File: config.mk
export PLATFORM = sky130hd
export DESIGN_NAME = pcie_rx_lane_deskew_flat
export DESIGN_NICKNAME = d
export VERILOG_FILES = /design/src/rtl/pcie_rx_lane_deskew_if.sv /design/src/rtl/pcie_rx_lane_deskew.sv /design/src/flat_wrapper.sv
export SDC_FILE = /design/constraint.sdc
export NUM_CORES = 1
export LEC_CHECK = 0
export CAP_MARGIN = 10
export CORE_MARGIN = 2
export CORE_UTILIZATION = 42
export CTS_BUF_LIST = sky130_fd_sc_hd__clkbuf_8
export DETAILED_ROUTE_END_ITERATION = 6
export GPL_TIMING_DRIVEN = 1
export PLACE_DENSITY_LB_ADDON = 0.3
export SLEW_MARGIN = 20
export SYNTH_ARGS = -nofsm -noshare
export SYNTH_HDL_FRONTEND = slang
export SYNTH_SLANG_ARGS = --single-unit
File: constraint.sdc
create_clock -name clk_phy -period 7.2 [get_ports clk_phy]
set_clock_uncertainty 0.15 [all_clocks]
set_input_delay 1.08 -clock clk_phy [delete_from_list [all_inputs] [get_ports clk_phy]]
set_output_delay 1.08 -clock clk_phy [all_outputs]
set_load 0.01 [all_outputs]
File: src/rtl/pcie_rx_lane_deskew_if.sv
// Lane-deskew bus: raw per-lane symbols from the PHY, aligned symbol groups to the framer.
interface pcie_rx_lane_deskew_if #(
  parameter int unsigned LANES    = 8,
  parameter int unsigned MAX_SKEW = 8
);
  localparam int unsigned SW = $clog2(MAX_SKEW + 1);

  logic [LANES-1:0]   lane_en;
  logic               in_valid;
  logic [LANES*8-1:0] in_data;
  logic [LANES-1:0]   in_k;
  logic               out_valid;
  logic [LANES*8-1:0] out_data;
  logic [LANES-1:0]   out_k;
  logic               deskew_locked;
  logic               deskew_err;
  logic [SW-1:0]      skew_obs;

  modport master (
    output lane_en, in_valid, in_data, in_k,
    input  out_valid, out_data, out_k, deskew_locked, deskew_err, skew_obs
  );

  modport slave (
    input  lane_en, in_valid, in_data, in_k,
    output out_valid, out_data, out_k, deskew_locked, deskew_err, skew_obs
  );
endinterface

File: src/rtl/pcie_rx_lane_deskew.sv
// Per-lane COM aligner: buffers decoded symbols per lane, locks read pointers on the
// COM of every enabled lane, streams aligned beats and drops lock on COM disagreement.
module pcie_rx_lane_deskew #(
  parameter int unsigned LANES    = 8,
  parameter int unsigned DEPTH    = 16,
  parameter int unsigned MAX_SKEW = 8
) (
  input logic                  clk_phy,
  input logic                  rst_phy,
  pcie_rx_lane_deskew_if.slave rx
);
  localparam int unsigned PW = $clog2(DEPTH);
  localparam int unsigned SW = $clog2(MAX_SKEW + 1);
  localparam int unsigned DW = LANES * 8;
  localparam logic [7:0]  COM_SYM = 8'hBC;

  typedef enum logic [1:0] {SEARCH, ALIGN, LOCKED} state_t;

  state_t           state_q, state_d;
  logic [PW-1:0]    wr_ptr_q, wr_ptr_d;
  logic [LANES-1:0] com_seen_q, com_seen_d;
  logic [PW-1:0]    com_pos_q [LANES];
  logic [PW-1:0]    com_pos_d [LANES];
  logic [PW-1:0]    rd_ptr_q [LANES];
  logic [PW-1:0]    rd_ptr_d [LANES];
  logic [SW-1:0]    skew_cnt_q, skew_cnt_d;
  logic [LANES-1:0] lane_en_q;

  logic             out_valid_q, out_valid_d;
  logic [DW-1:0]    out_data_q, out_data_d;
  logic [LANES-1:0] out_k_q, out_k_d;
  logic             locked_q, locked_d;
  logic             err_q, err_d;
  logic [SW-1:0]    skew_obs_q, skew_obs_d;

  logic [8:0]       mem [LANES][DEPTH];

  logic [LANES-1:0] com_in;
  logic [LANES-1:0] com_rd;
  logic [DW-1:0]    rd_data;
  logic [LANES-1:0] rd_k;
  logic [LANES-1:0] cov;
  logic [SW-1:0]    cnt_inc;

  // Symbol store: every valid beat is written on all lanes, enabled or not
  always_ff @(posedge clk_phy) begin
    if (rx.in_valid) begin
      for (int i = 0; i < LANES; i++) begin
        mem[i][wr_ptr_q] <= {rx.in_k[i], rx.in_data[i*8 +: 8]};
      end
    end
  end

  // COM detection on the incoming beat and on the per-lane read ports
  always_comb begin
    rd_data = '0;
    rd_k    = '0;
    com_in  = '0;
    com_rd  = '0;
    for (int i = 0; i < LANES; i++) begin
      if (rx.lane_en[i]) begin
        rd_k[i]            = mem[i][rd_ptr_q[i]][8];
        rd_data[i*8 +: 8]  = mem[i][rd_ptr_q[i]][7:0];
      end
      com_in[i] = rx.in_valid & rx.lane_en[i] & rx.in_k[i] & (rx.in_data[i*8 +: 8] == COM_SYM);
      com_rd[i] = rd_k[i] & (rd_data[i*8 +: 8] == COM_SYM);
    end
  end

  // Next-state and output logic
  always_comb begin
    state_d     = state_q;
    wr_ptr_d    = wr_ptr_q;
    com_seen_d  = com_seen_q;
    com_pos_d   = com_pos_q;
    rd_ptr_d    = rd_ptr_q;
    skew_cnt_d  = skew_cnt_q;
    out_valid_d = 1'b0;
    out_data_d  = out_data_q;
    out_k_d     = out_k_q;
    err_d       = 1'b0;
    skew_obs_d  = skew_obs_q;
    cov         = com_seen_q | com_in;
    cnt_inc     = skew_cnt_q + SW'(1);

    if (rx.in_valid) wr_ptr_d = wr_ptr_q + PW'(1);

    // A width renegotiation invalidates any alignment silently
    if (rx.lane_en != lane_en_q) begin
      state_d    = SEARCH;
      com_seen_d = '0;
    end else begin
      case (state_q)
        SEARCH: begin
          if (|com_in) begin
            com_seen_d = com_in;
            skew_cnt_d = '0;
            for (int i = 0; i < LANES; i++) begin
              if (com_in[i]) com_pos_d[i] = wr_ptr_q;
            end
            if (com_in == rx.lane_en) begin
              state_d    = LOCKED;
              skew_obs_d = '0;
              for (int i = 0; i < LANES; i++) rd_ptr_d[i] = wr_ptr_q;
            end else begin
              state_d = ALIGN;
            end
          end
        end
        ALIGN: begin
          if (rx.in_valid) begin
            skew_cnt_d = cnt_inc;
            com_seen_d = cov;
            for (int i = 0; i < LANES; i++) begin
              if (com_in[i] && !com_seen_q[i]) com_pos_d[i] = wr_ptr_q;
            end
            // Coverage takes priority over a timeout on the same beat
            if ((cov & rx.lane_en) == rx.lane_en) begin
              state_d    = LOCKED;
              skew_obs_d = cnt_inc;
              for (int i = 0; i < LANES; i++) rd_ptr_d[i] = com_pos_d[i];
            end else if (cnt_inc == SW'(MAX_SKEW)) begin
              state_d    = SEARCH;
              err_d      = 1'b1;
              com_seen_d = '0;
            end
          end
        end
        LOCKED: begin
          if (rx.in_valid) begin
            for (int i = 0; i < LANES; i++) rd_ptr_d[i] = rd_ptr_q[i] + PW'(1);
            if ((|com_rd) && (com_rd != rx.lane_en)) begin
              state_d    = SEARCH;
              err_d      = 1'b1;
              com_seen_d = '0;
            end else begin
              out_valid_d = 1'b1;
              out_data_d  = rd_data;
              out_k_d     = rd_k;
            end
          end
        end
        default: state_d = SEARCH;
      endcase
    end

    locked_d = (state_d == LOCKED);
  end

  // State and output registers
  always_ff @(posedge clk_phy) begin
    lane_en_q <= rx.lane_en;
    if (rst_phy) begin
      state_q     <= SEARCH;
      wr_ptr_q    <= '0;
      com_seen_q  <= '0;
      skew_cnt_q  <= '0;
      out_valid_q <= 1'b0;
      out_data_q  <= '0;
      out_k_q     <= '0;
      locked_q    <= 1'b0;
      err_q       <= 1'b0;
      skew_obs_q  <= '0;
      for (int i = 0; i < LANES; i++) begin
        com_pos_q[i] <= '0;
        rd_ptr_q[i]  <= '0;
      end
    end else begin
      state_q     <= state_d;
      wr_ptr_q    <= wr_ptr_d;
      com_seen_q  <= com_seen_d;
      skew_cnt_q  <= skew_cnt_d;
      out_valid_q <= out_valid_d;
      out_data_q  <= out_data_d;
      out_k_q     <= out_k_d;
      locked_q    <= locked_d;
      err_q       <= err_d;
      skew_obs_q  <= skew_obs_d;
      com_pos_q   <= com_pos_d;
      rd_ptr_q    <= rd_ptr_d;
    end
  end

  assign rx.out_valid     = out_valid_q;
  assign rx.out_data      = out_data_q;
  assign rx.out_k         = out_k_q;
  assign rx.deskew_locked = locked_q;
  assign rx.deskew_err    = err_q;
  assign rx.skew_obs      = skew_obs_q;
endmodule
File: src/flat_wrapper.sv
// flat-port wrapper written by rule: the top's interface ports become plain ports
module pcie_rx_lane_deskew_flat 
#(
  parameter int unsigned LANES    = 8,
  parameter int unsigned DEPTH    = 16,
  parameter int unsigned MAX_SKEW = 8
)
  (clk_phy, rst_phy, rx_lane_en, rx_in_valid, rx_in_data, rx_in_k, rx_out_valid, rx_out_data, rx_out_k, rx_deskew_locked, rx_deskew_err, rx_skew_obs);
  pcie_rx_lane_deskew_if #(.LANES(LANES), .MAX_SKEW(MAX_SKEW)) rx_i ();
  input logic clk_phy;
  input logic rst_phy;
  input wire logic [$bits(rx_i.lane_en)-1:0] rx_lane_en;
  input wire logic [$bits(rx_i.in_valid)-1:0] rx_in_valid;
  input wire logic [$bits(rx_i.in_data)-1:0] rx_in_data;
  input wire logic [$bits(rx_i.in_k)-1:0] rx_in_k;
  output wire logic [$bits(rx_i.out_valid)-1:0] rx_out_valid;
  output wire logic [$bits(rx_i.out_data)-1:0] rx_out_data;
  output wire logic [$bits(rx_i.out_k)-1:0] rx_out_k;
  output wire logic [$bits(rx_i.deskew_locked)-1:0] rx_deskew_locked;
  output wire logic [$bits(rx_i.deskew_err)-1:0] rx_deskew_err;
  output wire logic [$bits(rx_i.skew_obs)-1:0] rx_skew_obs;
  assign rx_i.lane_en = rx_lane_en;
  assign rx_i.in_valid = rx_in_valid;
  assign rx_i.in_data = rx_in_data;
  assign rx_i.in_k = rx_in_k;
  assign rx_out_valid = rx_i.out_valid;
  assign rx_out_data = rx_i.out_data;
  assign rx_out_k = rx_i.out_k;
  assign rx_deskew_locked = rx_i.deskew_locked;
  assign rx_deskew_err = rx_i.deskew_err;
  assign rx_skew_obs = rx_i.skew_obs;
  pcie_rx_lane_deskew #(.LANES(LANES), .DEPTH(DEPTH), .MAX_SKEW(MAX_SKEW)) u_core (.clk_phy(clk_phy), .rst_phy(rst_phy), .rx(rx_i));
endmodule
* Yosys cells after proc, flatten, opt, wreduce, memory -nomap -nowiden
Memories as Yosys holds them, arrays and structs flattened. Cells that the tools add are included. Widths: inputs -> output; s select.
Storage, ports and cells: RAM bits 1152, output and inout bits 79, flip-flop bits (word level) 169, input bits 83, memories kept 1
Memories:
- u_core.mem | words 8, bits a word 144, read ports 8, clocked after memory_dff 0, wr ports 8, line pcie_rx_lane_deskew.sv:36 | logic [8:0] mem [LANES][DEPTH];
Operators by class: order comparisons 10, bitwise logic cells 47, reduce and logical (&&, ||, !) cells 38, equal/unequal tests 38, $add $sub $neg 10, mux-type cells 100
Operator list (number):
- $bmux 9 s4 | 8
- $mux 32 | 7
- $mux 9 | 17
- $mux 144 | 1
- $eq 8x8->1 const B | 16
- $mux 8 | 14
- $pmux 32 s3 | 1
- $mux 4 | 22
- $pmux 32 s2 | 1
- $ge 5x5->1 const B | 9
- $not 4->5 | 9
- $reduce_and 5->1 | 9
- $add 4x1->4 const B | 10
- $demux 9 s4 | 1
- $and 1x1->1 | 32
- $ne 2x1->1 const B | 12
- $pmux 8 s3 | 1
- $eq 8x8->1 | 2
- $mux 2 | 8
- $ne 8x8->1 | 2
- $pmux 4 s2 | 2
- $reduce_or 8->1 | 2
- $mux 1 | 15
- $logic_and 1x1->1 | 10
- 19 further kinds | 32

* Depth between registers and ports, before layout
Gate-level depths: netlist of run 1.
depth in word-level cells 14, mapped depth 15, mapped depth without buffers 10

* Worst setup path after synthesis of run 1
No wires, ideal clock.
kind input -> register, from input rx_in_valid, to memory u_core.mem[0][180] (netlist name) (enable), library setup time 0.438 ns, path slack 3.123 ns, required time 6.612 ns, cell stages on the path 5, data arrival time 3.489 ns, path through buf_2 > buf_1 > nand2_1 > nor2_1 > and2_1
RTL lines:
- start: declaration | line flat_wrapper.sv:13 | input wire logic [$bits(rx_i.in_valid)-1:0] rx_in_valid;
- end: declaration | line pcie_rx_lane_deskew.sv:36

* Worst setup path in the final report of run 1
from register u_core.rd_ptr_q[28] (netlist name), to register u_core.out_data_q[56], in the netlist u_core.rx.out_data[56]
Between the ends: longest elaborated chain between the ends 11
Ends and longest elaborated chain:
- start: declaration | line pcie_rx_lane_deskew.sv:24 | logic [PW-1:0] rd_ptr_q [LANES];
- start signal: assignment | line pcie_rx_lane_deskew.sv:180 | rd_ptr_q <= rd_ptr_d;
- $not 4->5 (implied by the code) (*) | line pcie_rx_lane_deskew.sv:62, pcie_rx_lane_deskew.sv:63
- $bmux 9 s4 (*) | line pcie_rx_lane_deskew.sv:62, pcie_rx_lane_deskew.sv:63
- $mux 9 (implied by the code) (*) (2 in a row) | line pcie_rx_lane_deskew.sv:62 | rd_k[i] = mem[i][rd_ptr_q[i]][8];
- $mux 8 | line pcie_rx_lane_deskew.sv:61 | if (rx.lane_en[i]) begin
- $eq 8x8->1 | line pcie_rx_lane_deskew.sv:66 | com_rd[i] = rd_k[i] & (rd_data[i*8 +: 8] == COM_SYM);
- $and 1x1->1 (*) | line pcie_rx_lane_deskew.sv:66
- $ne 8x8->1 / $reduce_or 8->1 (equally long branches) | line pcie_rx_lane_deskew.sv:132 | if ((|com_rd) && (com_rd != rx.lane_en)) begin
- $logic_and 1x1->1 (*) | line pcie_rx_lane_deskew.sv:132
- $not 1->1 (no source line) (*)
- $reduce_and 4->1 (no source line) (*)
- end signal: assignment | line pcie_rx_lane_deskew.sv:174 | out_data_q <= out_data_d;
- end: declaration | line pcie_rx_lane_deskew.sv:30 | logic [DW-1:0] out_data_q, out_data_d;
Every way passes the cells marked *; elsewhere a longest branch is shown, timed or not. The select of a mux whose other input is x is not followed. A chain may end at the register's enable or synchronous reset.

==> results by group, run 1 <==
Outcome
  • Status: finished, final reports clean

Global route
  • Vias in the first global route: 28600
  • First-pass GRT wire length: 194000 µm
  • Total gr overflow: 0
  • Initial antenna violation count: 4
  • All-Layer GR Usage: 20.8%
  • Largest net degree at the start of global routing: 64

Clock network
  • Resized Gates After CTS: 0
  • Worst-path clk slew: 70 ps
  • CTS tree: yes
  • Clk_lat worst skew: 900 ps
  • Num CTS Buffers: 203
  • CTS Buffer Depth: 3
  • # H-tree levels: 4
  • Clock root buffer: clkbuf_8
  • Hold buffers post-CTS: 0
  • Clock Sinks: 1321
  • Post-CTS Setup Bufs: 0

Worst setup path
  • Worst EP arrival: 6070 ps
  • Setup crit end kind: register
  • CP Launch Type: register
  • CP Max Fanout: 27
  • Critical path class: reg2reg
  • Worst endpoint required time: 7840 ps

Final layout
  • Register area: 0.0380 mm²
  • Area grow syn2layout: 14.3%
  • Fin nets: 3295
  • Post-Route Utilization: 48.4%
  • Layout fillers: 10200
  • Area occupied by multi-input gates: 0.0136 mm²
  • Share of layout cells above drive strength 1: 20.0%

Synth
  • Yosys cell types: 75
  • Synthesized area per cell: 18.0 µm²
  • Post-synth ARST share: 0%
  • Flops & latches, synth: 1321
  • Number of flops mapped to enable cells by yosys: 1152
  • Syn Nets: 3015
  • Cell area after synthesis: 0.0525 mm²
  • Ys flop type: edfxtp_1
  • Yosys warns: 0
  • Register area share after synthesis: 72.4%
  • Post-Synthesis Cells: 2915

Detailed routing
  • Top layer used by detailed routing: met5
  • Routed wl met3: 9830 µm
  • WL/cell: 26.6 µm
  • Antenna viol nets, final: 0
  • Initial DRT Pass Iterations: 5
  • WL met1: 57600 µm
  • Via-to-Cell Ratio: 5.67
  • DR iter-0 viols: 2845
  • DRC viols: 0
  • Total wire length: 133000 µm
  • Via count: 28400
  • Met2 wire len: 62400 µm

Timing
  • RSZ-0062 raised after global routing: false
  • # setup viols final: 0
  • Worst hold slack: 325 ps
  • Max Fclk: 184 MHz
  • Count of final hold-check violations: 0
  • Sum Neg Setup Slack: 0 ps
  • Final period util: 75.4%
  • Slew Limit Fails: 0
  • Min Tclk post-route: 5430 ps
  • Actual transition at the worst max-transition pin: 1170 ps
  • Max_slew headroom: 22.1%

Power
  • Power consumption: 0.0148 W
  • Power Dens Cells: 246 mW/mm²
  • Maximum VDD drop: 160 µV
  • Leak Pwr: 18.8 nW

Placed design
  • Routability cong.: 0.849
  • Port bufs: 161
  • DP Wirelength: 76600 µm

Floorplanning
  • Initial Util: 42.4%
  • Cell row count: 129
  • Die area: 0.128 mm²
  • Core Area: 0.124 mm²
  • Die width: 358 µm
  • Die height: 358 µm
  • Ports: 162

Run
  • Max-Cap Viols: 0

Worst hold path
  • HP Class: reg2reg
[power breakdown]
part / total [W] / internal (W) / switching [W]
sequential: 0.00843 / 0.00841 / 0.0000264
clock: 0.00591 / 0.00299 / 0.00292
combinational: 0.000429 / 0.000140 / 0.000290
total: 0.0148 / 0.0115 / 0.00324
[sequential cells by signal, summed over array words and instances, names as in the netlist, 8 cells and up]
register and cells:
u_core.com_pos_q 32, u_core.com_seen_q 8, u_core.lane_en_q 8, u_core.mem 1152
u_core.rd_ptr_q 32, u_core.rx.out_data 64, u_core.rx.out_k 8
[layout make-up]
cell class,instances,area share [%]
sequential,1321,63.4
multi-input combinational,1394,22.7
clock buffer,225,5.16
timing repair buffer,246,3.83
tap,1637,3.42
clock inverter,158,1.35
inverter,29,0.182
antenna,2,0.00835
[per-layer routing]
layer / vias up / GRT usage (%)
met5: - / 0
li1: 12400 / -
met2: 1084 / 32.4
met1: 14700 / 29.3
met3: 209 / 4.57
met4: 2 / 6.80
[synth_stat cells (26+ instances only)]
cell type	instances	area, µm²
edfxtp_1	1152	34600
mux4_2	244	5500
mux2i_1	193	1930
dfxtp_1	169	3380
nor2_1	149	559
nand2_1	142	533
a22oi_1	77	578
clkbuf_1	71	267
buf_2	58	290
nand3_1	53	265
o21ai_0	45	225
a211oi_1	40	300
nand2b_1	40	250
a32o_1	38	380
mux2_2	38	428
nor2b_1	37	231
a21oi_1	33	165
and2_1	26	163
[through the flow]
step                cells  instance area [µm²]  worst slack (ps)
finish               5012                60000              1770
detailed placement   4625                56000              1410
global route         5011                60000              1490
global placement     4624                56000              1590
floorplan            2915                52500              3120
CTS                  5008                59900              1810
[cells by family (layout without fill, tap and decap cells)]
family          Yosys count  after routing  synth area share, %
other cells               0              2                    0
flops                  1321           1321                 72.4
compound gates          336            336                 4.83
fa+ha+maj                17             17                0.405
xor+xnor                 29             29                0.484
buf+inv                 200            658                 1.82
simple gates            535            535                 5.03
mux                     477            477                 15.1
[worst max-delay path, stage by stage, from the launching register on]
cell	delay [ps]
dfxtp_2	870
buf_4	330
mux4_2	560
nand3_1	110
nand3_1	130
or4bb_1	540
or3_1	450
o41ai_1	240
nand4b_1	380
a21oi_4	110
nor2_4	880
buf_4	420
o2bb2ai_1	150
[final timing paths]
path | start | endpoint | slack (ps) | cells past startpoint
setup / recovery | u_core.rd_ptr_q[28] | u_core.rx.out_data[56] | 1770 | 12
hold / removal | u_core.rx.out_data[42] | u_core.rx.out_data[42] | 320 | 1
setup reg to reg | u_core.rd_ptr_q[28] | u_core.rx.out_data[56] | 1770 | 12
hold reg to reg | u_core.rx.out_data[42] | u_core.rx.out_data[42] | 320 | 1
[placed cells by master (no fill, tap or decap), types with 6 or more instances in the layout]
| master | instances |
|---|---|
| a211oi_1 | 40 |
| a21oi_1 | 33 |
| a221oi_1 | 12 |
| a22o_1 | 12 |
| a22oi_1 | 77 |
| a32o_1 | 38 |
| and2_1 | 10 |
| and2_4 | 16 |
| and3_1 | 6 |
| buf_4 | 82 |
| clkbuf_8 | 225 |
| clkdlybuf4s50_1 | 159 |
| clkinv_1 | 33 |
| clkinv_2 | 22 |
| dfxtp_1 | 154 |
| dfxtp_2 | 15 |
| edfxtp_1 | 1152 |
| ha_1 | 17 |
| inv_1 | 117 |
| mux2_2 | 38 |
| mux2i_1 | 193 |
| mux4_2 | 244 |
| nand2_1 | 142 |
| nand2b_1 | 40 |
| nand3_1 | 53 |
| nand4_1 | 16 |
| nand4b_1 | 18 |
| nor2_1 | 148 |
| nor2b_1 | 37 |
| nor3_1 | 13 |
| nor4_1 | 6 |
| o211ai_1 | 10 |
| o21ai_0 | 45 |
| o22ai_1 | 12 |
| o2bb2ai_1 | 10 |
| or4_1 | 12 |
| xnor2_1 | 24 |
No activity file was read; power rests on OpenSTA's default activity.
==> run 2: changes to the inputs <==
==> constraint.sdc (replaced) <==
create_clock -name clk_phy -period 4.5 [get_ports clk_phy]
set_clock_uncertainty 0.15 [all_clocks]
set_input_delay 0.675 -clock clk_phy [delete_from_list [all_inputs] [get_ports clk_phy]]
set_output_delay 0.675 -clock clk_phy [all_outputs]
set_load 0.01 [all_outputs]
==> run 2 against run 1 <==
Power rose by 64%. Global-route usage up 0.56 points. Via count up 2.2%. First-iteration DRC count increased by 9.7%. Register-to-register slack worse by 1600 ps. Clock power increased by 68%. Cell area grew 3.2%. Count of clock-buffer cells in the layout grew 16. Wire length grew 2.6%. Setup slack got worse by 1600 ps. Maximum frequency rose by 26%. Hold slack lost 120 ps. Highest routed layer unchanged.
==> results by group, run 2 (synthesized netlist as in run 1, its figures left out) <==
Global route
  • Initial antenna violation count: 4 (unchanged)
  • All-Layer GR Usage: 21.4% (+0.56 points)
  • Vias in the first global route: 29400 (+3.1%)
  • Largest net degree at the start of global routing: 73 (+14%)
  • First-pass GRT wire length: 198000 µm (+2.4%)
  • Total gr overflow: 0 (unchanged)

Worst setup path
  • Setup crit end kind: register
  • Worst EP arrival: 4940 ps (-1130 ps)
  • Crit. Startpoint: u_core.rd_ptr_q[1]
  • CP Max Fanout: 19 (-30%)
  • Critical path class: reg2reg
  • RR Startpoint: u_core.rd_ptr_q[1]
  • R2R setup slack: 180 ps (-1590 ps)
  • R2R Path End: u_core.com_seen_q[1]
  • Worst endpoint required time: 5110 ps (-2730 ps)
  • CP Launch Type: register
  • Worst r2r path cells: 11 (-1)

Clock network
  • Worst-path clk slew: 70 ps (about the same)
  • CTS Buffer Depth: 3 (unchanged)
  • Clk_lat worst skew: 880 ps (-20 ps)
  • Num CTS Buffers: 204 (+0.49%)
  • Hold buffers post-CTS: 0 (unchanged)
  • # H-tree levels: 4 (unchanged)
  • Clock root buffer: clkbuf_8
  • CTS tree: yes
  • Clock Sinks: 1321 (unchanged)
  • Post-CTS Setup Bufs: 0 (unchanged)

Power
  • Leak Pwr: 19.7 nW (+5.0%)
  • Comb pwr share: 3.2% (+0.3 points)
  • Power Dens Cells: 391 mW/mm² (+59%)
  • Maximum VDD drop: 255 µV (+59%)
  • Internal: 0.0190 W (+65%)
  • Net Sw Frac: 21.4% (-0.47 points)
  • NetSw: 0.00518 W (+60%)
  • Clk pwr share: 41.0% (+1.0 points)
  • Power consumption: 0.0242 W (+64%)
  • Seq pwr share: 55.8% (-1.3 points)

Final layout
  • Register area: 0.0380 mm² (about the same)
  • Post-route design area: 0.0619 mm² (+3.2%)
  • Layout fillers: 10000 (-1.6%)
  • Number of flip-flops in the largest register: 1152 (unchanged)
  • Area grow syn2layout: 17.9%
  • Top reg by flops: u_core.mem
  • Non-Filler Instances: 5154 (+2.8%)
  • Fin nets: 3445 (+4.6%)
  • Post-Route Utilization: 50.0% (+1.5 points)
  • Most frequent cells in the layout: edfxtp_1 (1152), mux4_2 (244), clkbuf_8 (241)
  • Commonest non-fill, non-tap cell in the layout: edfxtp_1
  • Share of layout cells above drive strength 1: 24.3% (+4.3 points)
  • Area occupied by multi-input gates: 0.0136 mm² (+0.11%)

Placed design
  • Placed instance count: 4776 (+3.3%)
  • DP Wirelength: 83100 µm (+8.5%)
  • Port bufs: 161 (unchanged)
  • Routability cong.: 0.862 (+1.5%)
  • Area after DPL: 0.0577 mm² (+3.1%)

Detailed routing
  • Via count: 29000 (+2.2%)
  • Antenna viol nets, final: 0 (unchanged)
  • DR iter-0 viols: 3120 (+9.7%)
  • Total wire length: 137000 µm (+2.6%)
  • DRC viols: 0 (unchanged)
  • Via-to-Cell Ratio: 5.63 (-0.59%)
  • WL/cell: 26.5 µm (-0.24%)
  • Initial DRT Pass Iterations: 5 (unchanged)

Worst hold path
  • Hold Path End: u_core.rx.out_data[50]
  • HP Class: in2reg
  • Hold path depth: 3 (+2)
  • HP Start: rst_phy

Timing
  • Count of final hold-check violations: 0 (unchanged)
  • Final period util: 96.0% (+21 points)
  • RSZ-0062 raised after global routing: false
  • Min Tclk post-route: 4320 ps (-1110 ps)
  • # setup viols final: 0 (unchanged)
  • Max Fclk: 231 MHz (+26%)
  • Actual transition at the worst max-transition pin: 1130 ps (-35.1 ps)
  • Slew Limit Fails: 0 (unchanged)
  • Worst hold slack: 210 ps (-115 ps)
  • Max_slew headroom: 24.6% (+2.5 points)

Floorplanning
  • Ports: 162 (unchanged)
  • Cell row count: 129 (unchanged)
  • Die width: 358 µm (unchanged)
  • Die area: 0.128 mm² (unchanged)
  • Initial Util: 42.4% (unchanged)
  • Die height: 358 µm (unchanged)
  • Core Area: 0.124 mm² (unchanged)

Run
  • Max-Cap Viols: 0 (unchanged)

Outcome
  • Status: finished, final reports clean
run 2: timing repair:
item                                    CTS  global route
resized for setup                         0             4
endpoints found under the setup margin    0            51
hold endpoints to repair                  0             0
run 2: power groups by stage:
stage,Sequential (W),Combinational (W),Clock [W]
floorplan,0.0137,0.000289,0
global placement,0.0137,0.000779,0
detailed placement,0.0137,0.000786,0
CTS,0.0135,0.000788,0.0101
global route,0.0135,0.000837,0.0106
finish,0.0135,0.000785,0.00992
run 2: area by class of cell:
type	instances	area share [%]
diodes	2	0.00809
clock buffers	241	5.36
clock inverters	135	1.28
inverters	29	0.176
multi-input cells	1394	22.0
flip-flops and latches	1321	61.4
well taps	1637	3.31
repair buffers	395	6.42
run 2: worst max path at each step:
stage	slack (ps)	end	depth (start not counted)
4_1_cts	150	u_core.rx.out_data[7]	12
5_1_grt	10	u_core.rx.out_data[7]	13
3_5_place_dp	-70	u_core.rd_ptr_q[8]	12
6_report	180	u_core.com_seen_q[1]	11
2_1_floorplan	830	u_core.mem[0][180]	5
3_3_place_gp	3	u_core.rd_ptr_q[8]	12
run 2: worst max-delay path, cell delays in order (launching register included):
cell and delay, ps:
dfxtp_2 710, buf_12 230, mux4_2 530, mux4_2 530, inv_1 120, a211oi_2 50, a31oi_1 620, a2111oi_4 140
and4_1 270, o21ai_1 190, o211ai_1 300, a32o_1 360
run 2: through the flow:
step | setup slack (ps) | setup TNS, ps
6_report | 179 | 0
5_1_grt | 11.4 | 0
4_1_cts | 151 | 0
3_5_place_dp | -68.4 | -68.4
3_3_place_gp | 2.73 | 0
2_1_floorplan | 828 | 0
run 2: layer usage:
metal / up-vias / track usage [%] / routed length, µm
met5: - / 0 / 13
li1: 12700 / - / -
met4: 2 / 6.68 / 3470
met3: 216 / 4.58 / 9880
met1: 15000 / 29.1 / 57600
met2: 1147 / 34.6 / 65700
